File: config.mk
export PLATFORM = sky130hd
export DESIGN_NAME = aes_inv_sub_bytes_seq
export DESIGN_NICKNAME = d
export VERILOG_FILES = /design/src/rtl/aes_inv_sub_bytes_seq.sv
export SDC_FILE = /design/constraint.sdc
export NUM_CORES = 2
export LEC_CHECK = 0
export BUFFER_PORTS_ARGS = -buffer_cell sky130_fd_sc_hd__clkbuf_2
export CAP_MARGIN = 30
export CORE_ASPECT_RATIO = 1.5
export CORE_MARGIN = 2
export CORE_UTILIZATION = 65
export DETAILED_ROUTE_END_ITERATION = 8
export PLACE_DENSITY_LB_ADDON = 0.25
export SYNTH_ARGS = -nofsm -noshare
export SYNTH_HDL_FRONTEND = slang
export SYNTH_HIERARCHICAL = 1
export SYNTH_SLANG_ARGS = --single-unit
File: constraint.sdc
create_clock -name clk -period 49.7 [get_ports clk]
set_input_delay 14.91 -clock clk [delete_from_list [all_inputs] [get_ports clk]]
set_output_delay 14.91 -clock clk [all_outputs]
set_load 0.02 [all_outputs]
File: src/rtl/aes_inv_sub_bytes_seq.sv
// rtl/aes_inv_sub_bytes_seq.sv - InvSubBytes over a 128-bit state using a small shared bank of inverse S-boxes

// Inverse S-box: inverse affine transform followed by the GF(2^8) multiplicative inverse (x^254)
module aes_inv_sbox (
    input  logic [7:0] in_byte,
    output logic [7:0] out_byte
);

    // Multiply in GF(2^8) modulo x^8 + x^4 + x^3 + x + 1
    function automatic logic [7:0] gf_mul(input logic [7:0] a, input logic [7:0] b);
        logic [7:0] p;
        logic [7:0] x;
        p = 8'h00;
        x = a;
        for (int i = 0; i < 8; i++) begin
            if (b[i]) begin
                p = p ^ x;
            end
            x = {x[6:0], 1'b0} ^ (x[7] ? 8'h1b : 8'h00);
        end
        return p;
    endfunction

    logic [7:0] affine_inv;

    // Undo the forward affine map, then raise to the 254th power (0 maps to 0)
    always_comb begin
        logic [7:0] sq;
        logic [7:0] acc;
        affine_inv = {in_byte[6:0], in_byte[7]}
                   ^ {in_byte[4:0], in_byte[7:5]}
                   ^ {in_byte[1:0], in_byte[7:2]}
                   ^ 8'h05;
        sq  = affine_inv;
        acc = 8'h01;
        for (int i = 1; i < 8; i++) begin
            sq  = gf_mul(sq, sq);
            acc = gf_mul(acc, sq);
        end
        out_byte = acc;
    end

endmodule

// Sequencer: walks the 16 state bytes through SBOX_COUNT S-boxes per cycle
module aes_inv_sub_bytes_seq #(
    parameter int SBOX_COUNT = 4
) (
    input  logic         clk,
    input  logic         rst_n,
    input  logic         clear,
    input  logic         in_valid,
    output logic         in_ready,
    input  logic [127:0] in_state,
    output logic         out_valid,
    input  logic         out_ready,
    output logic [127:0] out_state,
    output logic         busy
);

    localparam int STEPS  = 16 / SBOX_COUNT;
    localparam int STEP_W = (STEPS > 1) ? $clog2(STEPS) : 1;
    localparam bit LEGAL  = (SBOX_COUNT == 1) || (SBOX_COUNT == 2) || (SBOX_COUNT == 4)
                         || (SBOX_COUNT == 8) || (SBOX_COUNT == 16);

    if (!LEGAL) begin : g_illegal_sbox_count
        $error("aes_inv_sub_bytes_seq: SBOX_COUNT must be 1, 2, 4, 8 or 16");
    end

    typedef enum logic [1:0] {
        IDLE = 2'd0,
        BUSY = 2'd1,
        DONE = 2'd2
    } state_t;

    state_t              state_q;
    logic [STEP_W-1:0]   step_q;
    logic [127:0]        data_q;
    logic [127:0]        data_next;
    logic [7:0]          sbox_in  [SBOX_COUNT];
    logic [7:0]          sbox_out [SBOX_COUNT];

    for (genvar k = 0; k < SBOX_COUNT; k++) begin : g_sbox
        aes_inv_sbox u_sbox (
            .in_byte  (sbox_in[k]),
            .out_byte (sbox_out[k])
        );
    end

    // Route the current step's byte group into the bank and merge results back in place
    always_comb begin
        data_next = data_q;
        for (int k = 0; k < SBOX_COUNT; k++) begin
            sbox_in[k] = 8'h00;
        end
        for (int g = 0; g < STEPS; g++) begin
            if (step_q == STEP_W'(g)) begin
                for (int k = 0; k < SBOX_COUNT; k++) begin
                    sbox_in[k] = data_q[127 - 8*(g*SBOX_COUNT + k) -: 8];
                    data_next[127 - 8*(g*SBOX_COUNT + k) -: 8] = sbox_out[k];
                end
            end
        end
    end

    // Block FSM: capture, process STEPS groups, hold result until consumed; clear overrides all
    always_ff @(posedge clk or negedge rst_n) begin
        if (!rst_n) begin
            state_q <= IDLE;
            step_q  <= '0;
            data_q  <= '0;
        end else if (clear) begin
            state_q <= IDLE;
            step_q  <= '0;
        end else begin
            case (state_q)
                IDLE: begin
                    if (in_valid) begin
                        data_q  <= in_state;
                        step_q  <= '0;
                        state_q <= BUSY;
                    end
                end
                BUSY: begin
                    data_q <= data_next;
                    if (step_q == STEP_W'(STEPS - 1)) begin
                        state_q <= DONE;
                    end else begin
                        step_q <= step_q + STEP_W'(1);
                    end
                end
                DONE: begin
                    if (out_ready) begin
                        state_q <= IDLE;
                    end
                end
                default: begin
                    state_q <= IDLE;
                    step_q  <= '0;
                end
            endcase
        end
    end

    assign in_ready  = (state_q == IDLE);
    assign out_valid = (state_q == DONE);
    assign busy      = (state_q != IDLE);
    assign out_state = data_q;

endmodule

== Word level (Yosys, flattened, before mapping) ==
Cells that the tools add are included.

* Logic and storage cells: 1632
* Flip-flop bits (word level): 132
* Input port bits: 133
* Output and inout port bits: 131

* Reductions and logical operators: 10
* Bitwise operators: 769
* Equal/unequal tests: 15
* Add/subtract/negate cells: 1
* Multiplexer cells: 831

{| class="wikitable"
|+ Operators with widths
! kind !! count
|-
| $xor 8x8->8 || 736
|-
| $mux 8 || 420
|-
| $mux 5 || 368
|-
| $mux 32 || 8
|-
| $pmux 128 s2 || 1
|-
| $mux 128 || 1
|-
| $mux 7 || 4
|-
| $not 1->1 const A || 28
|-
| $mux 6 || 4
|-
| $mux 2 || 11
|-
| $mux 4 || 4
|-
| $reduce_and 4->1 || 4
|-
| $mux 3 || 4
|-
| $ne 2x2->1 const B || 6
|-
| $pmux 2 s3 || 2
|-
| $ne 3x3->1 const B || 3
|-
| $not 2->2 || 4
|-
| $eq 2x2->1 const B || 3
|-
| $reduce_and 3->1 || 2
|-
| $eq 2x1->1 const B || 2
|-
| $logic_not 2->1 || 2
|-
| $mux 1 || 4
|-
| $reduce_bool 2->1 || 2
|-
| $ne 3x2->1 const B || 1
|-
| 2 further kinds || 2
|}

== Depth between registers and ports, before layout ==
* Depth after elaboration: 136
* Depth in mapped cells: 78
* Depth with buffers taken out: 64

== Hierarchy ==
Netlist, hierarchy kept.

{| class="wikitable"
|+ By module, submodules not included
! module !! seq. area each (um2) !! cells each !! times used !! area an instance (um2)
|-
| aes_inv_sbox || 0.0 || 2149 || 4 || 15462.3
|-
| aes_inv_sub_bytes_seq || 3303.2 || 800 || 1 || 7511.0
|}

== Worst setup path after synthesis ==
OpenSTA, ideal clock, no wires.

* Path type: register to register
* Start point: reg step_q[0]
* End point: reg data_q[111], in the netlist out_state[111]
* Required time: 49575 ps
* Cell stages (with the launch flop): 74
* Arrival time: 16241 ps
* Buffers on the path: 15
* Setup slack: 33334 ps
* Library setup time: 125 ps
* Path through: dfrtp_1 -> ha_1 -> clkbuf_1 -> buf_1 -> a21oi_1 -> a22o_1 -> buf_4 -> xor3_1 -> buf_2 -> ha_1 -> buf_2 -> xnor2_2 -> a21bo_2 -> a311oi_2 -> xor2_2 -> inv_2 -> buf_2 -> buf_1 -> [38 not listed] -> a21boi_0 -> or4_1 -> nor3_2 -> nor2_1 -> a2111oi_0 -> and3_1 -> o21bai_1 -> a31o_2 -> a21o_1 -> and3_1 -> clkbuf_1 -> nor2_1 -> xor2_1 -> a21oi_1 -> xnor2_1 -> and3b_1 -> a21oi_1 -> mux2i_1

{| class="wikitable"
|+ RTL lines
! element !! RTL line !! text
|-
| start: declaration || 77 || <nowiki>logic [STEP_W-1:0] step_q;</nowiki>
|-
| start signal: assignment || 129 || <nowiki>step_q <= step_q + STEP_W'(1);</nowiki>
|-
| end signal: assignment || 119 || <nowiki>data_q <= in_state;</nowiki>
|-
| end signal: assignment || 125 || <nowiki>data_q <= data_next;</nowiki>
|-
| end: declaration || 78 || <nowiki>logic [127:0] data_q;</nowiki>
|}

==> flow_summary.json <==
{
  "drc": 0,
  "r2r-start": "step_q[0]",
  "timing.fmax_mhz": 48.2,
  "grt_pass1_wl_mm": 348,
  "nets": 9466,
  "start_kind": "register",
  "rsz0062_at_grt": "no",
  "antenna_found_initial": 4,
  "grt_pass1_vias": 66500,
  "layout-drive-gt1-share": 0.122,
  "slew_headroom": 0.219,
  "drtAntennaViolNets": 0,
  "cts_setup_buffers": 0,
  "grt_overflow_total": 0,
  "highest_layer": "met4",
  "status": "finished clean",
  "wl_met1_mm": 80.6,
  "min_period_ns": 20.76,
  "synth_area_sq_um": 69400,
  "synth_flop_cell": "dfrtp_1",
  "synth_cell_type_count": 98,
  "drv_slew": 0,
  "hold_path_depth": 2,
  "hold_violations": 0,
  "setup_viol": 0,
  "crit_fanout": 44,
  "worstSkewPairLatency_ns": 0.48,
  "r2r-end": "out_state[60]",
  "synth_edf_count": 0,
  "cts_root_buf": "clkbuf_16",
  "die_y_um": 404,
  "min_to": "out_state[74]",
  "initial_utilization": 0.656,
  "ff2ff_path_depth": 65,
  "yosys_register_bits": 132,
  "min_path_type": "register to register",
  "synth_nets": 9562,
  "synth.avg_cell_area_sq_um": 7.38,
  "cp.arrival_ns": 21.14,
  "min_from": "out_state[74]",
  "first_pass_iters": 9,
  "grt_max_degree": 72,
  "clk_pin_slew_ns": 0.07,
  "core_region_area_sq_um": 106000,
  "required_ns": 50.08,
  "rows": 146,
  "clockBufferDepth": 2,
  "vias": 69600,
  "dr_wl_met3_mm": 16.8,
  "max-cap-violations": 0,
  "wl_met2_mm": 106,
  "tritoncts": "yes",
  "critPathSlowestCell": "a22o_1",
  "die_area_sq_um": 109000,
  "drtIter0Drc": 6661,
  "hold_buffers": 0,
  "gp_congestion": 1.00,
  "synthArstFlopShare": 1.00,
  "crit_type": "register to register",
  "gr-usage-all-layers": 0.382,
  "port-buffer-count": 263,
  "skew_ns": 0.0233,
  "yosysWarnings": 6,
  "cp-end-kind": "register",
  "cts_buffers": 17,
  "tightest_slew_ns": 1.16,
  "fin_tns_setup_ns": 0,
  "slowest_delay_ns": 0.85,
  "ys_seq_area_frac": 0.0476,
  "htree_levels": 4,
  "cts_resized": 0,
  "io-pin-count": 264,
  "period_share": 0.418,
  "die_w_um": 271,
  "clock_sinks": 132,
  "area_growth_pct": 4.74,
  "layout_commonest_cell": "xnor2_1",
  "dp_hpwl_mm": 162,
  "vias_per_cell": 6.49,
  "wire_per_inst_um": 20.3,
  "r2r_slack_ns": 28.94,
  "finalWirelength_mm": 217,
  "synthCells": 9396,
  "layout_common_cells": "xnor2_1 (1517), nor2_1 (1251), nand2_1 (914)"
}
synth_stat cells, types with 30 or more instances:
cell type  count  area, sq um
nor4_1        56          350
and3_1        48          300
clkbuf_1     371         1390
a21o_1        48          360
a21oi_1      655         3280
xor3_1        44         1050
nand2_1      914         3430
a31oi_1       80          500
nor2_1      1251         4700
buf_1         59          221
o32ai_1       44          385
nand2b_1      76          475
dfrtp_1      132         3300
a211oi_1      80          601
xnor2_2      140         2280
inv_1        213          800
o21ai_0      326         1630
a22oi_1       41          308
xnor3_1      232         5230
xnor2_4       40         1100
a22o_1        40          350
xor2_1       504         4410
and3b_1       36          315
nor3b_1       36          270
buf_4         76          571
mux2_2        93         1050
mux2i_1      296         2960
o211ai_1      88          661
nand4_1       44          275
or3_1         64          400
and2_1        88          551
o22ai_1      120          751
a32oi_1       30          263
a211o_1       32          280
nand3_1      300         1500
o31ai_1       48          360
nor2b_1       39          244
buf_2        158          791
xnor2_1     1561        13700
nor3_1       256         1280
ha_1          33          413
flip-flops by register name, indices dropped and copies added (netlist names):
name,cells
out_state,128
state_q,2
step_q,2
area by class of cell:
type	count	area (sq um)
Antenna cell	4	10.0
Clock buffer	20	447
Clock inverter	12	82.6
Fill cell	9046	33100
Inverter	241	905
Multi-Input combinational cell	8347	62500
Sequential cell	132	3300
Tap cell	1406	1760
Timing Repair Buffer	561	3600
critical path: cells and delay by family, from the launching register on:
kind	cells	cell delay (ns)
buffers and inverters	7	2.32
adder cells (fa/ha/maj)	4	1.80
AO/OA/AOI/OAI	24	6.04
multiplexers	1	0.17
flip-flops	1	0.49
XOR/XNOR	14	4.91
AND/OR/NAND/NOR	15	4.83
kinds of logic after synthesis:
group	after synthesis	synth area share
XOR/XNOR	2593	0.424
AND/OR/NAND/NOR	3326	0.216
buffers and inverters	917	0.0579
AO/OA/AOI/OAI	2002	0.190
multiplexers	393	0.0591
adder cells (fa/ha/maj)	33	0.00595
flip-flops	132	0.0476
stage by stage:
stage / util / instance area (sq um) / setup WS (ns) / hold slack (ns) / std cells
4_1_cts: 0.686 / 72500 / 29.39 / 0.544 / 10700
5_1_grt: 0.687 / 72600 / 27.63 / 0.560 / 10700
2_1_floorplan: - / 69400 / 33.33 / 0.601 / 9396
6_report: 0.687 / 72700 / 28.94 / 0.541 / 10700
3_3_place_gp: 0.680 / 71900 / 29.67 / 0.527 / 10700
3_5_place_dp: 0.681 / 72000 / 29.48 / 0.535 / 10700
worst max-delay path by stage:
stage / start / end
after floorplan: step_q[0] / out_state[111]
after global placement: step_q[0] / out_state[0]
after detailed placement: step_q[0] / out_state[0]
after CTS: step_q[0] / out_state[0]
after global routing: step_q[0] / out_state[0]
final: step_q[0] / out_state[60]
per-layer routing:
layer  vias to the layer above  track usage
met5                         -            0
met2                      3598        0.665
met4                         0        0.245
met3                       888       0.0556
met1                     32800        0.438
li1                      32300            -
Power is left out: the tool's default activity adds up to more than one toggle a clock period on the data nets, which glitch-free logic cannot reach.
